[config.mk]
export PLATFORM = sky130hd
export DESIGN_NAME = vga_timing_gen
export DESIGN_NICKNAME = d
export VERILOG_FILES = /design/src/rtl/vga_timing_pkg.sv /design/src/rtl/vga_axis_counter.sv /design/src/rtl/vga_timing_gen.sv
export SDC_FILE = /design/constraint.sdc
export NUM_CORES = 1
export LEC_CHECK = 0
export BUFFER_PORTS_ARGS = -buffer_cell sky130_fd_sc_hd__buf_2
export CAP_MARGIN = 25
export CORE_ASPECT_RATIO = 1.4
export CORE_UTILIZATION = 50
export CTS_CLUSTER_DIAMETER = 60
export DETAILED_ROUTE_END_ITERATION = 6
export GPL_TIMING_DRIVEN = 0
export HOLD_SLACK_MARGIN = 0.05
export MAX_ROUTING_LAYER = met4
export PLACE_DENSITY = 0.73
export REMOVE_ABC_BUFFERS = 1
export SLEW_MARGIN = 10
export SYNTH_ARGS = -nofsm -noshare
export SYNTH_HDL_FRONTEND = slang
export SYNTH_SLANG_ARGS = --single-unit
[constraint.sdc]
create_clock -name clk -period 1.8 [get_ports clk]
set_clock_uncertainty 0.05 [all_clocks]
set_input_delay 0.27 -clock clk [delete_from_list [all_inputs] [get_ports clk]]
set_output_delay 0.27 -clock clk [all_outputs]
set_load 0.01 [all_outputs]
[src/rtl/vga_timing_pkg.sv]
// Shared raster-timing definitions: stock video modes, phase-boundary helpers
// and the generator state type.
package vga_timing_pkg;

   typedef enum logic {IDLE, RUN} vgaState_t;

   // 640x480 @ 60 Hz, 25.175 MHz pixel clock
   localparam int VGA640_H_ACTIVE = 640;
   localparam int VGA640_H_FP     = 16;
   localparam int VGA640_H_SYNC   = 96;
   localparam int VGA640_H_BP     = 48;
   localparam int VGA640_V_ACTIVE = 480;
   localparam int VGA640_V_FP     = 10;
   localparam int VGA640_V_SYNC   = 2;
   localparam int VGA640_V_BP     = 33;

   // 800x600 @ 60 Hz, 40 MHz pixel clock, positive syncs
   localparam int SVGA800_H_ACTIVE = 800;
   localparam int SVGA800_H_FP     = 40;
   localparam int SVGA800_H_SYNC   = 128;
   localparam int SVGA800_H_BP     = 88;
   localparam int SVGA800_V_ACTIVE = 600;
   localparam int SVGA800_V_FP     = 1;
   localparam int SVGA800_V_SYNC   = 4;
   localparam int SVGA800_V_BP     = 23;

   function automatic int axisTotal(input int active, input int fp, input int sync, input int bp);
      return active + fp + sync + bp;
   endfunction

   function automatic int syncStart(input int active, input int fp);
      return active + fp;
   endfunction

   function automatic int syncEnd(input int active, input int fp, input int sync);
      return active + fp + sync;
   endfunction

endpackage

[src/rtl/vga_axis_counter.sv]
// One raster axis: position counter with active / sync / wrap decodes against
// precomputed boundaries.
module vga_axis_counter
   import vga_timing_pkg::*;
#(
   parameter int ACTIVE = 640,
   parameter int FP     = 16,
   parameter int SYNC   = 96,
   parameter int BP     = 48,
   parameter int W      = 10
) (
   input  logic         clk,
   input  logic         rst_n,
   input  logic         clr,
   input  logic         inc,
   output logic [W-1:0] cnt,
   output logic         active,
   output logic         sync_raw,
   output logic         wrap
);

   localparam logic [W-1:0] ACT_END  = W'(ACTIVE);
   localparam logic [W-1:0] SYNC_BEG = W'(syncStart(ACTIVE, FP));
   localparam logic [W-1:0] SYNC_END = W'(syncEnd(ACTIVE, FP, SYNC));
   localparam logic [W-1:0] LAST     = W'(axisTotal(ACTIVE, FP, SYNC, BP) - 1);
   // When a phase runs to the end of the axis its upper bound may equal 2^W,
   // which would alias to 0; those bounds are treated as always satisfied.
   localparam bit ACT_TO_END  = (FP + SYNC + BP == 0);
   localparam bit SYNC_TO_END = (BP == 0);

   assign active   = ACT_TO_END || (cnt < ACT_END);
   assign sync_raw = (cnt >= SYNC_BEG) && (SYNC_TO_END || (cnt < SYNC_END));
   assign wrap     = (cnt == LAST);

   always_ff @(posedge clk or negedge rst_n) begin
      if (!rst_n)
         cnt <= '0;
      else if (clr)
         cnt <= '0;
      else if (inc)
         cnt <= wrap ? '0 : cnt + 1'b1;
   end

endmodule

[src/rtl/vga_timing_gen.sv]
// Programmable raster timing engine: sync, data-enable, active coordinates and
// frame/line markers, all registered and advanced on pixel clock-enables.
module vga_timing_gen
   import vga_timing_pkg::*;
#(
   parameter int   H_ACTIVE = VGA640_H_ACTIVE,
   parameter int   H_FP     = VGA640_H_FP,
   parameter int   H_SYNC   = VGA640_H_SYNC,
   parameter int   H_BP     = VGA640_H_BP,
   parameter int   V_ACTIVE = VGA640_V_ACTIVE,
   parameter int   V_FP     = VGA640_V_FP,
   parameter int   V_SYNC   = VGA640_V_SYNC,
   parameter int   V_BP     = VGA640_V_BP,
   parameter logic H_POL    = 1'b0,
   parameter logic V_POL    = 1'b0,
   parameter int   CNT_W    = 10
) (
   input  logic             clk,
   input  logic             rst_n,
   input  logic             pix_ce,
   input  logic             en,
   output logic             hsync,
   output logic             vsync,
   output logic             de,
   output logic [CNT_W-1:0] pix_x,
   output logic [CNT_W-1:0] pix_y,
   output logic             frame_start,
   output logic             line_start
);

   vgaState_t        state;
   logic             go, clr, vInc;
   logic [CNT_W-1:0] hCnt, vCnt;
   logic             hAct, vAct, hSyncRaw, vSyncRaw, hWrap, vWrap;
   // Track "counters sit at line/frame origin" as flags so the markers need
   // no zero compares on the counters.
   logic             lineHead, frameHead;

   assign go   = en && pix_ce;
   // Counters are already parked at 0 in IDLE; only a running stop clears them.
   assign clr  = (state == RUN) && !en;
   assign vInc = hWrap && go;

   vga_axis_counter #(
      .ACTIVE(H_ACTIVE), .FP(H_FP), .SYNC(H_SYNC), .BP(H_BP), .W(CNT_W)
   ) uHAxis (
      .clk(clk), .rst_n(rst_n), .clr(clr), .inc(go),
      .cnt(hCnt), .active(hAct), .sync_raw(hSyncRaw), .wrap(hWrap)
   );

   vga_axis_counter #(
      .ACTIVE(V_ACTIVE), .FP(V_FP), .SYNC(V_SYNC), .BP(V_BP), .W(CNT_W)
   ) uVAxis (
      .clk(clk), .rst_n(rst_n), .clr(clr), .inc(vInc),
      .cnt(vCnt), .active(vAct), .sync_raw(vSyncRaw), .wrap(vWrap)
   );

   always_ff @(posedge clk or negedge rst_n) begin
      if (!rst_n) begin
         state       <= IDLE;
         hsync       <= ~H_POL;
         vsync       <= ~V_POL;
         de          <= 1'b0;
         pix_x       <= '0;
         pix_y       <= '0;
         frame_start <= 1'b0;
         line_start  <= 1'b0;
         lineHead    <= 1'b1;
         frameHead   <= 1'b1;
      end else if (!en) begin
         state       <= IDLE;
         hsync       <= ~H_POL;
         vsync       <= ~V_POL;
         de          <= 1'b0;
         pix_x       <= '0;
         pix_y       <= '0;
         frame_start <= 1'b0;
         line_start  <= 1'b0;
         lineHead    <= 1'b1;
         frameHead   <= 1'b1;
      end else if (pix_ce) begin
         // The start cycle itself emits pixel (0,0).
         state       <= RUN;
         hsync       <= hSyncRaw ? H_POL : ~H_POL;
         vsync       <= vSyncRaw ? V_POL : ~V_POL;
         de          <= hAct && vAct;
         pix_x       <= (hAct && vAct) ? hCnt : '0;
         pix_y       <= (hAct && vAct) ? vCnt : '0;
         frame_start <= frameHead;
         line_start  <= lineHead && vAct;
         lineHead    <= hWrap;
         frameHead   <= hWrap && vWrap;
      end
   end

endmodule
==> results.yml, run 1 <==
floorplan:
  design.die.area_sq_um: 4910
  io_pins: 29
  start_util: 0.533
  rows: 28
  core_sq_um: 4340
  dieWidth_um: 59.5
  die_h_um: 82.5
logic_synthesis:
  synth-edff-count: 0
  syn-cell-area_sq_um: 2310
  synthCells: 221
  ys_seq_area_frac: 0.521
  avgSynthCellArea_sq_um: 10.5
  ys_async_sr_fraction: 1.00
  synth_cell_types: 41
  synthSimpleGateAreaFrac: 0.200
  synth_top_family_by_area: "simple AND/OR/NAND/NOR gates"
  yosys-top-cells-area: "dfrtp_1 (48%), a22o_1 (7.9%), dfstp_2 (4.5%), nand3_1 (3.7%), o21ai_0 (2.4%)"
  synth_flop_cell: "dfrtp_1"
  synthAdderAreaFrac: 0.0216
  synth.top_cell.area_share: 0.476
  synth_xor_area_frac: 0.00378
  muxShareOfSynthArea: 0.00919
  ys_warn_count: 0
  ys_ff_latch: 48
  synth_top_area_cell: "dfrtp_1"
  synth_compound_area_frac: 0.186
cts:
  cts_made_buffers: 5
  cts_tree: "built"
  insertion_delay_ns: 0.30
  htreeDepth: 2
  root_buffer: "clkbuf_8"
  clkSinkCount: 48
  clkTransAtPathRegs_ns: 0.09
  cts_buffer_depth: 2
timing:
  rsz0062_at_grt: "yes"
  slew_violations: 0
  period_needed_ns: 1.80
  finalWorstSetupSlack_ns: 0.00155
  timing.fmax_ghz: 0.556
  finalCritPeriodShare: 0.999
  tns_ns: 0
  maxSlewHeadroom: 0.650
  worstMarginPinSlew_ns: 0.526
  finalSetupViolCount: 0
  timing.final.hold_violations: 0
job:
  drv_cap: 0
global_route:
  grt_overflow: 0
  grt_pass1_wl_mm: 7.54
  grt_pass1_vias: 1613
  antenna_found_initial: 0
  grt_usage: 0.213
  grt_max_degree: 27
power:
  switching_share: 0.228
  ir_drop_uv: 456
  switching_power_mw: 0.495
  p_int_mw: 1.68
  leakagePower_nw: 1.30
  power_mw: 2.17
  cellPowerDensity_nw_per_um2: 778
  seq_power_share: 0.525
  clock_power_share: 0.390
  p_comb_frac: 0.085
setup_path:
  path_class: "flop to flop"
  cp.arrival_ns: 1.99
  path_max_fanout: 5
  slowest_delay_ns: 0.44
  crit_buf_inv: 2
  cp_top_family: "simple AND/OR/NAND/NOR gates"
  endpoint_kind: "flop"
  cp_slowest_cell: "dfrtp_1"
  crit_chain: "inv_2 > ha_4 > nor4bb_4 > nand4_1 > buf_4 > or4b_1 > nand3_1"
  cp-start-kind: "flop"
  crit_required_ns: 1.99
place:
  io_buffer_count: 28
  pre_cts_slack_ns: -0.465
  gp_congestion: 0.886
  hpwl_mm: 2.98
  place_inst: 292
  placedInstanceArea_sq_um: 2470
finish:
  stdcell_area_sq_um: 2790
  fin_nets: 261
  layout_commonest_cell: "dfrtp_1"
  fin_cells: 314
  syn_to_final_growth_pct: 20.6
  drive_gt1_frac: 0.303
  final_cell_mix: "dfrtp_1 (41), buf_2 (28), a22o_1 (21), nand3_1 (15)"
  diodes: 0
detailed_routing:
  ant_nets: 0
  routed_wl_mm: 4.80
  drt-initial-drc-count: 96
  drtPass1Iterations: 4
  wl_per_cell_um: 15.3
  drc: 0
  num_vias: 1859
  avgViaCountPerCell: 5.92
outcome:
  outcome: "finished clean"
hold_path:
  min_path_type: "input port to flop"
## state kept, by name (all words and copies together), names as in the netlist
signal / cells
line_start: 1
hsync: 1
pix_x: 10
uVAxis.cnt: 10
lineHead: 1
frameHead: 1
vsync: 1
state: 1
frame_start: 1
uHAxis.cnt: 10
de: 1
pix_y: 10
## synth_stat cells, types with 5 or more instances
| master | n |
|---|---|
| dfrtp_1 | 44 |
| a22o_1 | 21 |
| nand3_1 | 17 |
| nand2_1 | 12 |
| o21ai_0 | 11 |
| inv_1 | 10 |
| clkbuf_1 | 9 |
| a31oi_1 | 8 |
| buf_2 | 8 |
| nand4_1 | 8 |
| nand2b_1 | 6 |
| a21oi_1 | 5 |
| and3_1 | 5 |
| nor2_1 | 5 |
| nor2b_1 | 5 |
| o211ai_1 | 5 |
## cells by family after synthesis
logic type      Yosys count
simple gates             78
compound gates           59
flops                    48
buf+inv                  29
fa+ha+maj                 4
mux                       2
xor+xnor                  1
## power by group through the flow
stage                     clock network, mW  logic, mW  registers (mW)
final                                 0.846      0.185            1.14
after global placement                    0      0.142            1.17
after CTS                             0.861      0.181            1.14
after global routing                  0.896      0.212            1.15
after floorplan                           0     0.0782            1.17
after detailed placement                  0      0.154            1.17
## final cells by class
class	count	area, sq um
tap	60	75.1
multi-input combinational	144	1060
sequential	48	1210
timing repair buffer	44	287
clock inverter	1	30.0
fill	370	1550
inverter	10	37.5
clock buffer	7	96.3
## metal layers
metal,part of all wire,track usage,vias to the layer above
li1,-,-,879
met1,0.45,0.283,921
met2,0.49,0.320,47
met3,0.031,0.0436,12
met4,0.019,0.0837,0
met5,0,-,-
## path summary, 6_finish.rpt
| check | start | endpoint | slack, ns | cells after the start |
|---|---|---|---|---|
| worst max-delay path | uVAxis.cnt[0]$_DFFE_PN0P_ | uVAxis.cnt[7]$_DFFE_PN0P_ | 0.002 | 7 |
| max in group asynchronous | rst_n | hsync$_DFFE_PN1P_ | 0.69 | 3 |
| min in group asynchronous | rst_n | pix_y[0]$_DFFE_PN0P_ | 0.42 | 2 |
| worst max register to register | uVAxis.cnt[0]$_DFFE_PN0P_ | uVAxis.cnt[7]$_DFFE_PN0P_ | 0.002 | 7 |
| worst min-delay path | en | vsync$_DFFE_PN1P_ | 0.17 | 2 |
| worst min register to register | hsync$_DFFE_PN1P_ | hsync$_DFFE_PN1P_ | 0.41 | 2 |
## metrics by stage
stage	hold slack, ns	utilization
after floorplan	-0.0756	-
after global routing	0.178	0.643
after global placement	0.402	0.560
final	0.171	0.643
after detailed placement	0.229	0.569
after CTS	0.170	0.620
## timing repair
item                       in CTS  in global routing
setup endpoints to repair      39                 17
gates resized for setup         8                 17
hold endpoints to repair       19                  0
buffers inserted                8                  5
hold buffers                    1                  0
pin swaps                       2                  5
No activity file was read; power rests on OpenSTA's default activity.
==> run 2, diff against run 1 <==
--- a/config.mk
+++ b/config.mk
@@ -5,7 +5,7 @@
 export SDC_FILE = /design/constraint.sdc
 export NUM_CORES = 1
 export LEC_CHECK = 0
-export BUFFER_PORTS_ARGS = -buffer_cell sky130_fd_sc_hd__buf_2
+export BUFFER_PORTS_ARGS = -buffer_cell sky130_fd_sc_hd__buf_4
 export CAP_MARGIN = 25
 export CORE_ASPECT_RATIO = 1.4
 export CORE_UTILIZATION = 50
@@ -14,7 +14,7 @@
 export GPL_TIMING_DRIVEN = 0
 export HOLD_SLACK_MARGIN = 0.05
 export MAX_ROUTING_LAYER = met4
-export PLACE_DENSITY = 0.73
+export PLACE_DENSITY = 0.7
 export REMOVE_ABC_BUFFERS = 1
 export SLEW_MARGIN = 10
 export SYNTH_ARGS = -nofsm -noshare
==> constraint.sdc (replaced) <==
create_clock -name clk -period 2 [get_ports clk]
set_clock_uncertainty 0.05 [all_clocks]
set_input_delay 0.3 -clock clk [delete_from_list [all_inputs] [get_ports clk]]
set_output_delay 0.3 -clock clk [all_outputs]
set_load 0.01 [all_outputs]
==> results.yml, run 2 (synthesis gave the netlist of run 1 again) <==
outcome:
  outcome: "finished clean"
power:
  leakagePower_nw: 1.23
  cellPowerDensity_nw_per_um2: 696
  power_mw: 1.88
  ir_drop_uv: 431
place:
  gp_congestion: 0.845
  pre_cts_slack_ns: -0.211
  hpwl_mm: 3.05
  io_buffer_count: 28
  place_inst: 291
timing:
  finalCritPeriodShare: 0.929
  timing.fmax_ghz: 0.538
  period_needed_ns: 1.86
  rsz0062_at_grt: "no"
  timing.final.hold_violations: 0
  finalSetupViolCount: 0
  maxSlewHeadroom: 0.603
  worstMarginPinSlew_ns: 0.596
  finalWorstSetupSlack_ns: 0.143
  slew_violations: 0
  tns_ns: 0
setup_path:
  cp.arrival_ns: 2.02
  path_max_fanout: 10
  endpoint_kind: "flop"
  crit_required_ns: 2.16
  crit_chain: "nor2b_1 > and4_4 > nand3_1 > o311ai_2"
  cp_slowest_cell: "dfrtp_1"
  path_class: "flop to flop"
  cp-start-kind: "flop"
  slowest_delay_ns: 0.46
finish:
  drive_gt1_frac: 0.230
  final_cell_mix: "dfrtp_1 (43), buf_4 (32), a22o_1 (21), nand3_1 (17), nand2_1 (12)"
  layout_commonest_cell: "dfrtp_1"
  syn_to_final_growth_pct: 16.5
  fillers: 400
  fin_nets: 251
  fin_cells: 304
  diodes: 0
  final_util: 0.621
floorplan:
  io_pins: 29
  die_h_um: 82.5
  start_util: 0.533
  core_sq_um: 4340
  design.die.area_sq_um: 4910
  dieWidth_um: 59.5
  rows: 28
detailed_routing:
  drc: 0
  drtPass1Iterations: 4
  wl_per_cell_um: 15.2
  avgViaCountPerCell: 5.90
  num_vias: 1793
  routed_wl_mm: 4.61
  ant_nets: 0
  drt-initial-drc-count: 88
global_route:
  grt_max_degree: 49
  grt_pass1_vias: 1637
  grt_usage: 0.214
  grt_overflow: 0
  grt_pass1_wl_mm: 7.67
  antenna_found_initial: 0
cts:
  cts_buffer_depth: 2
  root_buffer: "clkbuf_8"
  clkTransAtPathRegs_ns: 0.09
  cts_made_buffers: 5
  clkSinkCount: 48
  cts_tree: "built"
  htreeDepth: 2
  insertion_delay_ns: 0.31
hold_path:
  min_path_type: "input port to flop"
job:
  drv_cap: 0
## run 2: cell types whose count changed in the layout (fill, tap and decap cells not counted), moves of 2 or more
cell | previous run | this run
buf_2 | 28 | 0
buf_4 | 12 | 32
clkbuf_8 | 7 | 5
dfrtp_1 | 41 | 43
dfrtp_2 | 3 | 1
inv_1 | 8 | 10
inv_2 | 2 | 0
nand3_1 | 15 | 17
nand3_2 | 2 | 0
o21ai_0 | 9 | 11
o21ai_1 | 2 | 0
## run 2: layout make-up
cell class                 instances  area, sq um  share of cell area
sequential                        48         1210               0.448
multi-input combinational        144         1000               0.371
inverter                          10         37.5              0.0139
tap                               60         75.1              0.0278
clock inverter                     3         42.5              0.0158
clock buffer                       5         68.8              0.0255
timing repair buffer              34          265              0.0983
## run 2: path summary, 6_finish.rpt
check | from | depth (start not counted) | slack, ns | end
min in group asynchronous | rst_n | 2 | 0.51 | pix_y[5]$_DFFE_PN0P_
max in group asynchronous | rst_n | 2 | 0.95 | uHAxis.cnt[0]$_DFFE_PN0P_
setup / recovery | uHAxis.cnt[9]$_DFFE_PN0P_ | 4 | 0.14 | uVAxis.cnt[4]$_DFFE_PN0P_
setup reg to reg | uHAxis.cnt[9]$_DFFE_PN0P_ | 4 | 0.14 | uVAxis.cnt[4]$_DFFE_PN0P_
hold / removal | en | 2 | 0.17 | vsync$_DFFE_PN1P_
hold reg to reg | hsync$_DFFE_PN1P_ | 2 | 0.41 | hsync$_DFFE_PN1P_
## run 2: power breakdown
part / total [mW] / leakage [nW] / internal (mW) / switching, mW
combinational: 0.143 / 0.533 / 0.0557 / 0.0874
clock: 0.702 / 0.0541 / 0.370 / 0.332
sequential: 1.03 / 0.647 / 1.00 / 0.0311
## run 2: timing repair
| item | in CTS | in global routing |
|---|---|---|
| endpoints found under the hold margin | 44 | 0 |
| gates cloned | 0 | 0 |
| pin swaps | 1 | 1 |
| gates resized for setup | 3 | 5 |
| setup buffers | 3 | 1 |
| hold buffers | 1 | 0 |
| endpoints found under the setup margin | 13 | 31 |
## run 2: critical path: cells and delay by family, from the launching register on
kind / cells / cell delay (ns)
and+or+nand+nor: 3 / 0.98
DFF: 1 / 0.46
AOI/OAI and AO/OA: 1 / 0.27
## run 2: per-layer routing
| layer | share of wire | track usage | up-vias |
|---|---|---|---|
| met3 | 0.033 | 0.0421 | 7 |
| met4 | 0.016 | 0.0860 | 0 |
| met2 | 0.49 | 0.322 | 37 |
| met5 | 0 | - | - |
| met1 | 0.46 | 0.284 | 891 |
| li1 | - | - | 858 |
## run 2: stage by stage
| step | cell area, sq um | hold slack, ns |
|---|---|---|
| 4_1_cts | 2670 | 0.160 |
| 3_5_place_dp | 2520 | 0.303 |
| 6_report | 2700 | 0.167 |
| 3_3_place_gp | 2500 | 0.300 |
| 5_1_grt | 2700 | 0.179 |
| 2_1_floorplan | 2220 | -0.0456 |
